--- config.mk ---
export PLATFORM = sky130hd
export DESIGN_NAME = sha3_burst_reader_flat
export DESIGN_NICKNAME = d
export VERILOG_FILES = /design/src/rtl/sha3_burst_reader_pkg.sv /design/src/rtl/sha3_burst_reader_if.sv /design/src/rtl/sha3_burst_len_calc.sv /design/src/rtl/sha3_burst_reader.sv /design/src/flat_wrapper.sv
export SDC_FILE = /design/constraint.sdc
export NUM_CORES = 1
export LEC_CHECK = 0
export BUFFER_PORTS_ARGS = -buffer_cell sky130_fd_sc_hd__buf_2
export CORE_AREA = 3 3 141 143
export CTS_BUF_LIST = sky130_fd_sc_hd__clkbuf_4 sky130_fd_sc_hd__clkbuf_8
export CTS_CLUSTER_SIZE = 10
export DETAILED_ROUTE_END_ITERATION = 7
export DIE_AREA = 0 0 144 146
export SYNTH_ARGS = -nofsm -noshare
export SYNTH_HDL_FRONTEND = slang
export SYNTH_SLANG_ARGS = --single-unit
--- constraint.sdc ---
create_clock -name clk -period 3.3 [get_ports clk]
set_input_delay 0.165 -clock clk [delete_from_list [all_inputs] [get_ports clk]]
set_output_delay 0.165 -clock clk [all_outputs]
set_load 0.1 [all_outputs]
--- src/rtl/sha3_burst_reader_pkg.sv ---
// Shared types and AXI constants for the SHA3 burst reader.
// Optional feature macro used by this slice: SHA3_BURST_4K_SPLIT_EN.
package sha3_burst_pkg;

   typedef enum logic [2:0] {
      IDLE      = 3'd0,
      WAIT_ROOM = 3'd1,
      ADDR      = 3'd2,
      DATA      = 3'd3,
      DONE      = 3'd4
   } state_t;

   localparam logic [2:0] ARSIZE_16B   = 3'b100;
   localparam logic [1:0] ARBURST_INCR = 2'b01;
   localparam logic [1:0] RESP_OKAY    = 2'b00;
   localparam int         BEAT_BYTES   = 16;

endpackage

--- src/rtl/sha3_burst_reader_if.sv ---
// AXI4 read-only channel between the burst reader (master) and memory (slave).
// Handshakes: a transfer happens on a rising edge where valid && ready; the
// sender holds payload stable while valid is high and ready is low.
interface sha3_burst_reader_if #(
   parameter int ADDR_W = 32
);
   logic              m_arvalid;
   logic              m_arready;
   logic [ADDR_W-1:0] m_araddr;
   logic [7:0]        m_arlen;
   logic [2:0]        m_arsize;
   logic [1:0]        m_arburst;
   logic              m_rvalid;
   logic              m_rready;
   logic [127:0]      m_rdata;
   logic [1:0]        m_rresp;
   logic              m_rlast;

   modport master (
      output m_arvalid, m_araddr, m_arlen, m_arsize, m_arburst, m_rready,
      input  m_arready, m_rvalid, m_rdata, m_rresp, m_rlast
   );

   modport slave (
      input  m_arvalid, m_araddr, m_arlen, m_arsize, m_arburst, m_rready,
      output m_arready, m_rvalid, m_rdata, m_rresp, m_rlast
   );
endinterface

--- src/rtl/sha3_burst_len_calc.sv ---
// Next burst length: min(BURST_BEATS, remaining) and, with
// SHA3_BURST_4K_SPLIT_EN defined, also the beats left before the next 4 KB page.
module sha3_burst_len_calc #(
   parameter int LEN_W       = 16,
   parameter int BURST_BEATS = 8,
   parameter int LW          = 4
) (
`ifdef SHA3_BURST_4K_SPLIT_EN
   input  logic [7:0]       page_off,
`endif
   input  logic [LEN_W-1:0] remaining,
   output logic [LW-1:0]    len
);
   logic [LEN_W:0] cap;
`ifdef SHA3_BURST_4K_SPLIT_EN
   logic [8:0]     room;
`endif

   always_comb begin
      cap = (LEN_W+1)'(BURST_BEATS);
      if ({1'b0, remaining} < cap) cap = {1'b0, remaining};
`ifdef SHA3_BURST_4K_SPLIT_EN
      // page_off is addr[11:4], so 256 - page_off beats remain in the page
      room = 9'd256 - {1'b0, page_off};
      if ((LEN_W+1)'(room) < cap) cap = (LEN_W+1)'(room);
`endif
      len = LW'(cap);
   end
endmodule

--- src/rtl/sha3_burst_reader.sv ---
// Reads a contiguous region over AXI4 in INCR bursts and streams beats into
// the SHA3 input FIFO; 4 KB splitting is enabled by SHA3_BURST_4K_SPLIT_EN.
module sha3_burst_reader
   import sha3_burst_pkg::*;
#(
   parameter int ADDR_W      = 32,
   parameter int LEN_W       = 16,
   parameter int BURST_BEATS = 8
) (
   input  logic                clk,
   input  logic                rst_n,
   input  logic                start,
   input  logic [ADDR_W-1:0]   src_addr,
   input  logic [LEN_W-1:0]    num_beats,
   output logic                busy,
   output logic                done,
   output logic                error,
   sha3_burst_reader_if.master axi,
   output logic                fifo_write_en,
   output logic [127:0]        fifo_write_data,
   input  logic                fifo_half_full,
   input  logic                fifo_full,
   output state_t              state
);
   localparam int LW = $clog2(BURST_BEATS) + 1;

   logic [ADDR_W-1:0] addr;
   logic [LEN_W-1:0]  remaining;
   logic [LW-1:0]     len_next;
   logic [LW-1:0]     len_q;
   logic [LW-1:0]     beat_cnt;
   logic              ar_valid;
   logic [ADDR_W-1:0] ar_addr;
   logic [7:0]        ar_len;
   logic              beat;
   logic              last_beat;

   sha3_burst_len_calc #(
      .LEN_W       (LEN_W),
      .BURST_BEATS (BURST_BEATS),
      .LW          (LW)
   ) u_len_calc (
`ifdef SHA3_BURST_4K_SPLIT_EN
      .page_off  (addr[11:4]),
`endif
      .remaining (remaining),
      .len       (len_next)
   );

   assign axi.m_arvalid = ar_valid;
   assign axi.m_araddr  = ar_addr;
   assign axi.m_arlen   = ar_len;
   assign axi.m_arsize  = ARSIZE_16B;
   assign axi.m_arburst = ARBURST_INCR;
   assign axi.m_rready  = (state == DATA) && !fifo_full;

   assign beat            = axi.m_rvalid && axi.m_rready;
   assign last_beat       = (beat_cnt == LW'(1));
   assign fifo_write_en   = beat;
   assign fifo_write_data = axi.m_rdata;

   always_ff @(posedge clk) begin
      if (!rst_n) begin
         state     <= IDLE;
         addr      <= '0;
         remaining <= '0;
         len_q     <= '0;
         beat_cnt  <= '0;
         busy      <= 1'b0;
         done      <= 1'b0;
         error     <= 1'b0;
         ar_valid  <= 1'b0;
         ar_addr   <= '0;
         ar_len    <= '0;
      end else begin
         case (state)
            IDLE: begin
               if (start) begin
                  addr      <= src_addr & ~ADDR_W'(4'hF);
                  remaining <= num_beats;
                  error     <= 1'b0;
                  busy      <= 1'b1;
                  state     <= (num_beats == '0) ? DONE : WAIT_ROOM;
               end
            end
            WAIT_ROOM: begin
               // Half-full clear means a full-length burst still fits
               if (!fifo_half_full) begin
                  len_q    <= len_next;
                  ar_valid <= 1'b1;
                  ar_addr  <= addr;
                  ar_len   <= 8'(len_next - LW'(1));
                  state    <= ADDR;
               end
            end
            ADDR: begin
               if (axi.m_arready) begin
                  ar_valid <= 1'b0;
                  beat_cnt <= len_q;
                  state    <= DATA;
               end
            end
            DATA: begin
               if (beat) begin
                  beat_cnt <= beat_cnt - LW'(1);
                  if (axi.m_rresp != RESP_OKAY) error <= 1'b1;
                  // rlast is only checked; the beat counter ends the burst
                  if (axi.m_rlast != last_beat) error <= 1'b1;
                  if (last_beat) begin
                     addr      <= addr + ADDR_W'(len_q) * ADDR_W'(BEAT_BYTES);
                     remaining <= remaining - LEN_W'(len_q);
                     if (remaining == LEN_W'(len_q)) begin
                        done  <= 1'b1;
                        busy  <= 1'b0;
                        state <= DONE;
                     end else begin
                        state <= WAIT_ROOM;
                     end
                  end
               end
            end
            DONE: begin
               // Zero-beat jobs arrive here with done low and pulse one cycle later
               if (done) begin
                  done  <= 1'b0;
                  state <= IDLE;
               end else begin
                  done <= 1'b1;
                  busy <= 1'b0;
               end
            end
            default: state <= IDLE;
         endcase
      end
   end
endmodule
--- src/flat_wrapper.sv ---
// flat-port wrapper written by rule: the top's interface ports become plain ports
module sha3_burst_reader_flat import sha3_burst_pkg::*;
#(
   parameter int ADDR_W      = 32,
   parameter int LEN_W       = 16,
   parameter int BURST_BEATS = 8
)
  (clk, rst_n, start, src_addr, num_beats, busy, done, error, fifo_write_en, fifo_write_data, fifo_half_full, fifo_full, state, axi_m_arvalid, axi_m_araddr, axi_m_arlen, axi_m_arsize, axi_m_arburst, axi_m_rready, axi_m_arready, axi_m_rvalid, axi_m_rdata, axi_m_rresp, axi_m_rlast);
  sha3_burst_reader_if #(.ADDR_W(ADDR_W)) axi_i ();
  input  logic clk;
  input  logic rst_n;
  input  logic start;
  input  logic [ADDR_W-1:0] src_addr;
  input  logic [LEN_W-1:0] num_beats;
  output logic busy;
  output logic done;
  output logic error;
  output logic fifo_write_en;
  output logic [127:0] fifo_write_data;
  input  logic fifo_half_full;
  input  logic fifo_full;
  output state_t state;
  output wire logic [$bits(axi_i.m_arvalid)-1:0] axi_m_arvalid;
  output wire logic [$bits(axi_i.m_araddr)-1:0] axi_m_araddr;
  output wire logic [$bits(axi_i.m_arlen)-1:0] axi_m_arlen;
  output wire logic [$bits(axi_i.m_arsize)-1:0] axi_m_arsize;
  output wire logic [$bits(axi_i.m_arburst)-1:0] axi_m_arburst;
  output wire logic [$bits(axi_i.m_rready)-1:0] axi_m_rready;
  input wire logic [$bits(axi_i.m_arready)-1:0] axi_m_arready;
  input wire logic [$bits(axi_i.m_rvalid)-1:0] axi_m_rvalid;
  input wire logic [$bits(axi_i.m_rdata)-1:0] axi_m_rdata;
  input wire logic [$bits(axi_i.m_rresp)-1:0] axi_m_rresp;
  input wire logic [$bits(axi_i.m_rlast)-1:0] axi_m_rlast;
  assign axi_m_arvalid = axi_i.m_arvalid;
  assign axi_m_araddr = axi_i.m_araddr;
  assign axi_m_arlen = axi_i.m_arlen;
  assign axi_m_arsize = axi_i.m_arsize;
  assign axi_m_arburst = axi_i.m_arburst;
  assign axi_m_rready = axi_i.m_rready;
  assign axi_i.m_arready = axi_m_arready;
  assign axi_i.m_rvalid = axi_m_rvalid;
  assign axi_i.m_rdata = axi_m_rdata;
  assign axi_i.m_rresp = axi_m_rresp;
  assign axi_i.m_rlast = axi_m_rlast;
  sha3_burst_reader #(.ADDR_W(ADDR_W), .LEN_W(LEN_W), .BURST_BEATS(BURST_BEATS)) u_core (.clk(clk), .rst_n(rst_n), .start(start), .src_addr(src_addr), .num_beats(num_beats), .busy(busy), .done(done), .error(error), .axi(axi_i), .fifo_write_en(fifo_write_en), .fifo_write_data(fifo_write_data), .fifo_half_full(fifo_half_full), .fifo_full(fifo_full), .state(state));
endmodule
Word level (Yosys, flattened, before mapping). Cells that the tools add are included.

Bitwise operators: 1. Add/subtract/negate cells: 4. Equality and inequality tests: 16. Magnitude comparators: 1. Multiplexer cells: 40. Reduce and logical (&&, ||, !) cells: 19.

Operators with widths (count): 2-to-1 mux 32 bit (3); case mux 32 bit (2 select lines) (1); 2-to-1 mux 16 bit (3); adder 32 x 8 -> 32 bit (1); case mux 16 bit (2 select lines) (1); 2-to-1 mux 3 bit (8); == test 16 x 4 -> 1 bit (1); zero test 16 bit (1); < comparator 16 x 4 -> 1 bit, second input constant (1); subtractor 16 x 4 -> 16 bit (1); 2-to-1 mux 1 bit (15); case mux 3 bit (5 select lines) (1); 2-to-1 mux 4 bit (3); inequality test 2 bit, second input constant (6); AND reduction 4 bit (3); AND reduction 6 bit (2); nonzero test 2 bit (5); case mux 4 bit (2 select lines) (1); == test 3 x 2 -> 1 bit, second input constant (2); case mux 1 bit (2 select lines) (3); AND reduction 3 bit (2); subtractor 4 x 1 -> 5 bit, second input constant (1); == test 4 x 1 -> 1 bit, second input constant (1); inequality test 2 x 1 -> 1 bit, second input constant (2); 12 further kinds (13).

Register bits: 103. Word-level logic and storage cells: 92. Input bits: 186. Output and inout bits: 182.

Logic depth before layout (Yosys ltp).
Word-level depth: 5. Gate-level depth with buffers: 8. Depth with buffers taken out: 8.

Hierarchy. Synthesis repeated with hierarchy kept, for this count alone.

Cells, all modules: 807. Area, all modules: 6218.5 um^2.

Modules (own cells, without submodules): sha3_burst_reader (cells an instance 796, area each 6127.1 um^2, seq. area each 1841.8 um^2, times used 1); sha3_burst_len_calc (cells an instance 11, area each 91.3 um^2, seq. area each 0.0 um^2, times used 1).

Worst setup path after synthesis. OpenSTA, ideal clock, no wires.

Kind: flip-flop to flip-flop. From: reg u_core.state[1]. To: reg u_core.remaining[15]. Data required time: 3.226 ns. Arrival time: 3.689 ns. Stages on the path, launching flop included: 7. Setup time: 0.074 ns. Period minus slack after synthesis: 3.763 ns. Path slack: -0.463 ns. Buffers on the path: 1. Path through: dfxtp_1 > buf_2 > nand3b_1 > nor2_1 > nand2_1 > or3_1 > a31oi_1.

Cells in the longest elaborated chain, start to end: 5. Elaborated cells between the ends (all ways): 10. Classes of those cells: 4 x eq/ne; 1 x mux; 5 x reduce/logical.

RTL lines: from (decl) (RTL line sha3_burst_reader.sv:23) `output state_t state`; from (signal assigned) (RTL line sha3_burst_reader.sv:83) `state <= (num_beats == '0) ? DONE : WAIT_ROOM;`; == test 3 x 2 -> 1 bit (RTL line sha3_burst_reader.sv:55) `assign axi.m_rready = (state == DATA) && !fifo_full;`; logical AND 1 bit (RTL line sha3_burst_reader.sv:55); logical AND 1 bit (RTL line sha3_burst_reader.sv:57) `assign beat = axi.m_rvalid && axi.m_rready;`; via fifo_write_en (RTL line flat_wrapper.sv:18) `output logic fifo_write_en;`; inequality test 2 bit (no line); AND reduction 4 bit (no line); to (signal assigned) (RTL line sha3_burst_reader.sv:80) `remaining <= num_beats;`; to (signal assigned) (RTL line sha3_burst_reader.sv:111) `remaining <= remaining - LEN_W'(len_q);`; to (decl) (RTL line sha3_burst_reader.sv:28) `logic [LEN_W-1:0] remaining;`.

The timed path passes the listed nets, and every way through them passes these cells. A chain may end at the register's enable or synchronous reset.

Worst setup path in the final report.
From: reg u_core.len_q[0]. To: reg u_core.addr[30].

Cells in the longest elaborated chain, start to end: 4.

RTL lines: from (decl) (RTL line sha3_burst_reader.sv:30) `logic [LW-1:0] len_q;`; from (signal assigned) (RTL line sha3_burst_reader.sv:89) `len_q <= len_next;`; adder 32 x 8 -> 32 bit (RTL line sha3_burst_reader.sv:110) `addr <= addr + ADDR_W'(len_q) * ADDR_W'(BEAT_BYTES);`; 2-to-1 mux 32 bit (RTL line sha3_burst_reader.sv:109) `if (last_beat) begin`; 2-to-1 mux 32 bit (RTL line sha3_burst_reader.sv:104) `if (beat) begin`; case mux 32 bit (2 select lines) (RTL line sha3_burst_reader.sv:76) `case (state)`; to (signal assigned) (RTL line sha3_burst_reader.sv:79) `addr <= src_addr & ~ADDR_W'(4'hF);`; to (signal assigned) (RTL line sha3_burst_reader.sv:110); to (decl) (RTL line sha3_burst_reader.sv:27) `logic [ADDR_W-1:0] addr;`.

Every way passes these cells. The select of a mux whose other input is x is not followed.

==> results.md <==
Worst setup path:
- The data arrival at the endpoint of the critical path is between 3 and 4 ns.
- The endpoint of the lowest-slack register-to-register path is u_core.addr[30].
- The worst-case register-to-register setup slack is 0.62 ns.
- The type of the worst setup path is flop to flop.
- STA classifies the critical path endpoint as a flop.
- The count of cells along the worst register-to-register path is 8.
- The required time at the worst-slack endpoint is 3.62 ns.
- The critical path ends at u_core.addr[30].
- The critical-path maximum fanout is 6.
- Traced cell by cell, the critical path runs through ha_1 -> inv_1 -> fa_1 -> nand2b_1 -> a211oi_4 -> nand4_2 -> or4_1 -> nand3_1.
- The biggest cell delay along the critical path is ~0.5 ns.
- The kind of start point of the critical path is a flop.
- The highest-delay cell along the critical path is sky130_fd_sc_hd__or4_1.
- In this run the worst setup path begins at u_core.len_q[0].
- The startpoint of the worst register-to-register path is u_core.len_q[0].

Yosys:
- The netlist uses 74 different library cells.
- The number of enable-type register cells in the synthesized netlist is 0.
- The number of flip-flops and latches in the synthesized netlist is 92.
- The main flop type after synthesis is sky130_fd_sc_hd__dfxtp_1.
- The yosys synthesis warning count is 0.
- The async set-or-reset flop fraction in the synthesized netlist is 0.
- The mean area per synthesized cell is approximately 7.7 µm².
- The post-synthesis sequential area ratio is 0.297.
- The post-synthesis cell count is between 800 and 900.
- The synthesized netlist occupies a cell area of about 6200 µm².

CTS:
- After clock tree synthesis, the setup repair step added 0 buffers.
- Counting every sink on the clock net gives 92.
- The root buffer cell chosen for the clock tree is sky130_fd_sc_hd__clkbuf_8.
- The number of buffers created by CTS is 9.
- The clock tree from TritonCTS is built.
- The worst-case clock buffer depth is 2.
- Clock latency on the worst-skew pair, taken at its later pin, is 0.39 ns.
- The count of hold buffers inserted by post-cts repair is 1.
- The number of gates resized after CTS was 0.
- After clock tree synthesis, the clock-pin slew on the worst setup and hold paths is approximately 0.10 ns.
- The H-tree was split into 3 levels.

GRT:
- The via count of the first global-routing pass is 5057.
- The residual overflow from global routing is 0.
- The initial antenna violation count is 0.
- The first global-routing pass estimated 27400 µm of wire.
- Entering global routing, the biggest net connects 64 pins.
- The global-route usage over all layers is 0.162.

Route:
- The antenna violation net count after detailed routing is 0.
- After detailed routing, the average wire length per cell comes to 17.7 µm.
- The final route contains 5543 vias.
- After detailed routing, the number of vias per cell comes to ~5.6.
- The final wirelength is 17500 µm.
- The pre-antenna-repair detailed-routing pass consisted of 5 iterations.
- The number of DRC markers in iteration 0 is 580.
- The DRC violations left is 0.

STA:
- Setup repair after global routing left no endpoint under its margin.
- The number of endpoints with negative hold slack in the final report came to 0.
- The shortest clock period the worst path allows after layout is 2.68 ns.
- The share of the clock period used by the worst path is 0.814.
- The number of setup violations in the final report is 0.
- The number of max-slew violations in the final report is 0.
- The highest achievable clock rate is approximately 0.37 GHz.
- The final setup skew is 0.0139 ns.
- In this run the tightest slew margin relative to its limit is 0.468.
- The worst hold-check slack is 0.0448 ns.
- The slew at the pin with the worst max-slew slack is 0.798 ns.
- Summed over all failing endpoints, the final setup total negative slack is 0 ns.

Layout:
- The post-route non-filler standard cell count is 994.
- The number of fill cells in the layout is between 2k and 2.5k.
- The fraction of layout instances using a drive strength above 1 is 0.201.
- The post-layout net count is 954.
- The repair_antennas step left the layout with diodes totalling 0.
- The total area of multi-input combinational cells is 3120 µm².
- The post-synthesis to final-layout area growth is -1.75%.
- The sequential cells in the finished layout cover a total of 1840 µm².
- Measured on the finished design, the core utilization comes to 0.326.

Die:
- The horizontal die dimension is 144 µm.
- The floorplan step defined a core boundary enclosing 18700 µm².
- The floorplan step defined a die boundary enclosing 21000 µm².
- The initial utilization of the core area, before any placement, comes to 0.332.
- The floorplan has 50 rows.
- The die boundary height is roughly 150 µm.
- approximately 370 I/O pins were placed.

Pwr:
- For this design the ratio of total power to cell area is around 430 nW/µm².
- The largest vdd supply drop is 0.000187 V.
- In this run the static leakage power is 2.31 nW.

Job:
- The total of max-cap violations is 0.

Placement:
- The wire-length estimate of the detail-placed layout is 12600 µm.
- The congestion estimate from routability-driven global placement came to approximately 0.86.
- The total instance count after detailed placement is 977.
- The port buffer count is a little under 100.

Worst hold path:
- The depth of the worst hold-timing path is 3.
- The class of the most critical hold timing path is primary input to flop.

Status:
- The flow ran to the end, and the final reports show no timing, DRC or antenna violations.
sequential cells by signal, summed over array words and instances (netlist names):
signal	flops
u_core.busy	1
u_core.beat_cnt	4
u_core.axi.m_arlen	5
u_core.error	1
u_core.axi.m_arvalid	1
u_core.remaining	16
u_core.addr	28
u_core.len_q	4
u_core.state	3
u_core.axi.m_araddr	28
u_core.done	1
cells in the mapped netlist (4+ instances only):
| master | instances | area share |
|---|---|---|
| sky130_fd_sc_hd__or4_1 | 6 | 0.0073 |
| sky130_fd_sc_hd__nand3_1 | 23 | 0.019 |
| sky130_fd_sc_hd__nand4_1 | 9 | 0.0091 |
| sky130_fd_sc_hd__inv_1 | 14 | 0.0085 |
| sky130_fd_sc_hd__nor3_1 | 20 | 0.016 |
| sky130_fd_sc_hd__a21o_1 | 5 | 0.0060 |
| sky130_fd_sc_hd__buf_4 | 140 | 0.17 |
| sky130_fd_sc_hd__o21ai_0 | 26 | 0.021 |
| sky130_fd_sc_hd__a211oi_1 | 10 | 0.012 |
| sky130_fd_sc_hd__a31oi_1 | 6 | 0.0060 |
| sky130_fd_sc_hd__buf_2 | 8 | 0.0065 |
| sky130_fd_sc_hd__o21a_1 | 7 | 0.0085 |
| sky130_fd_sc_hd__o211ai_1 | 12 | 0.015 |
| sky130_fd_sc_hd__nor2b_1 | 7 | 0.0071 |
| sky130_fd_sc_hd__ha_1 | 11 | 0.022 |
| sky130_fd_sc_hd__or3_1 | 8 | 0.0081 |
| sky130_fd_sc_hd__dfxtp_1 | 92 | 0.30 |
| sky130_fd_sc_hd__o31ai_1 | 6 | 0.0073 |
| sky130_fd_sc_hd__nand2_1 | 114 | 0.069 |
| sky130_fd_sc_hd__a22oi_1 | 12 | 0.015 |
| sky130_fd_sc_hd__nand2b_1 | 4 | 0.0040 |
| sky130_fd_sc_hd__nand4b_1 | 5 | 0.0071 |
| sky130_fd_sc_hd__buf_1 | 4 | 0.0024 |
| sky130_fd_sc_hd__o31a_1 | 9 | 0.013 |
| sky130_fd_sc_hd__or2_2 | 5 | 0.0050 |
| sky130_fd_sc_hd__and3_1 | 6 | 0.0060 |
| sky130_fd_sc_hd__and4_1 | 4 | 0.0056 |
| sky130_fd_sc_hd__a21oi_1 | 71 | 0.057 |
| sky130_fd_sc_hd__o22ai_1 | 9 | 0.0091 |
| sky130_fd_sc_hd__nor2_1 | 46 | 0.028 |
| sky130_fd_sc_hd__clkbuf_1 | 33 | 0.020 |
| sky130_fd_sc_hd__nor4_1 | 13 | 0.013 |
layout by cell type (no fill, tap or decap), drive strengths merged, types with 5 or more instances in the layout:
master,instances
a211oi,11
a21o,5
a21oi,72
a22oi,12
a31oi,6
and3,6
buf,112
clkbuf,11
conb,9
dfxtp,92
ha,11
inv,16
nand2,114
nand3,23
nand4,10
nand4b,5
nor2,46
nor2b,7
nor3,21
nor4,14
o211ai,12
o21a,7
o21ai,27
o22ai,9
o31a,9
o31ai,6
or2,5
or3,10
or4,7
logic make-up (layout without fill, tap and decap cells):
logic type      after synthesis  after routing  synth area share
compound gates              206            206             0.220
xor+xnor                      3              3           0.00423
other cells                   2              9           0.00121
mux                           4              4           0.00665
buf+inv                     201            144             0.208
flops                        92             92             0.297
fa+ha+maj                    13             13            0.0286
simple gates                289            289             0.235
stage by stage:
step	instance area [µm²]	total power, W	setup slack [ns]
finish	6100	0.00262	0.615
global route	6100	0.00275	0.495
CTS	6100	0.00263	0.662
detailed placement	5910	0.00191	0.721
global placement	5910	0.00190	0.715
floorplan	6230	0.00247	0.00883
report_power, final:
group | internal (W) | switching (W) | leakage (nW) | total [W]
combinational | 0.000191 | 0.000440 | 1.47 | 0.000630
sequential | 0.00117 | 0.0000818 | 0.751 | 0.00126
clock | 0.000294 | 0.000439 | 0.0868 | 0.000733
worst max-delay path: cells and delay by family (launching register included):
kind                     cells  cell delay, ns
AO/OA/AOI/OAI                1            0.37
adder cells (fa/ha/maj)      2            0.61
buffers and inverters        1            0.06
flip-flops                   1            0.49
AND/OR/NAND/NOR              4            1.11
worst min-delay path by stage:
stage                      from                   end  slack [ns]
2_1_floorplan      src_addr[26]       u_core.addr[26]        0.31
3_3_place_gp   axi_m_rdata[102]  fifo_write_data[102]        0.33
3_5_place_dp   axi_m_rdata[102]  fifo_write_data[102]        0.33
4_1_cts             src_addr[6]        u_core.addr[6]        0.03
5_1_grt             src_addr[7]        u_core.addr[7]        0.04
6_report            src_addr[6]        u_core.addr[6]        0.04
metal layers:
layer	wire, µm	part of all wire	vias up	global-route usage
li1	-	-	2629	-
met1	8020	0.46	2606	0.234
met2	7590	0.43	250	0.232
met3	1510	0.086	58	0.0490
met4	416	0.024	0	0.0490
met5	0	0	-	0
area by class of cell:
type                    count  share of cell area
clock inverters             5             0.00616
inverters                  15             0.00923
flip-flops and latches     92               0.302
well taps                 234              0.0480
clock buffers              11              0.0228
repair buffers            113              0.0993
multi-input cells         524               0.512
Power figures use the tool's default switching activity.
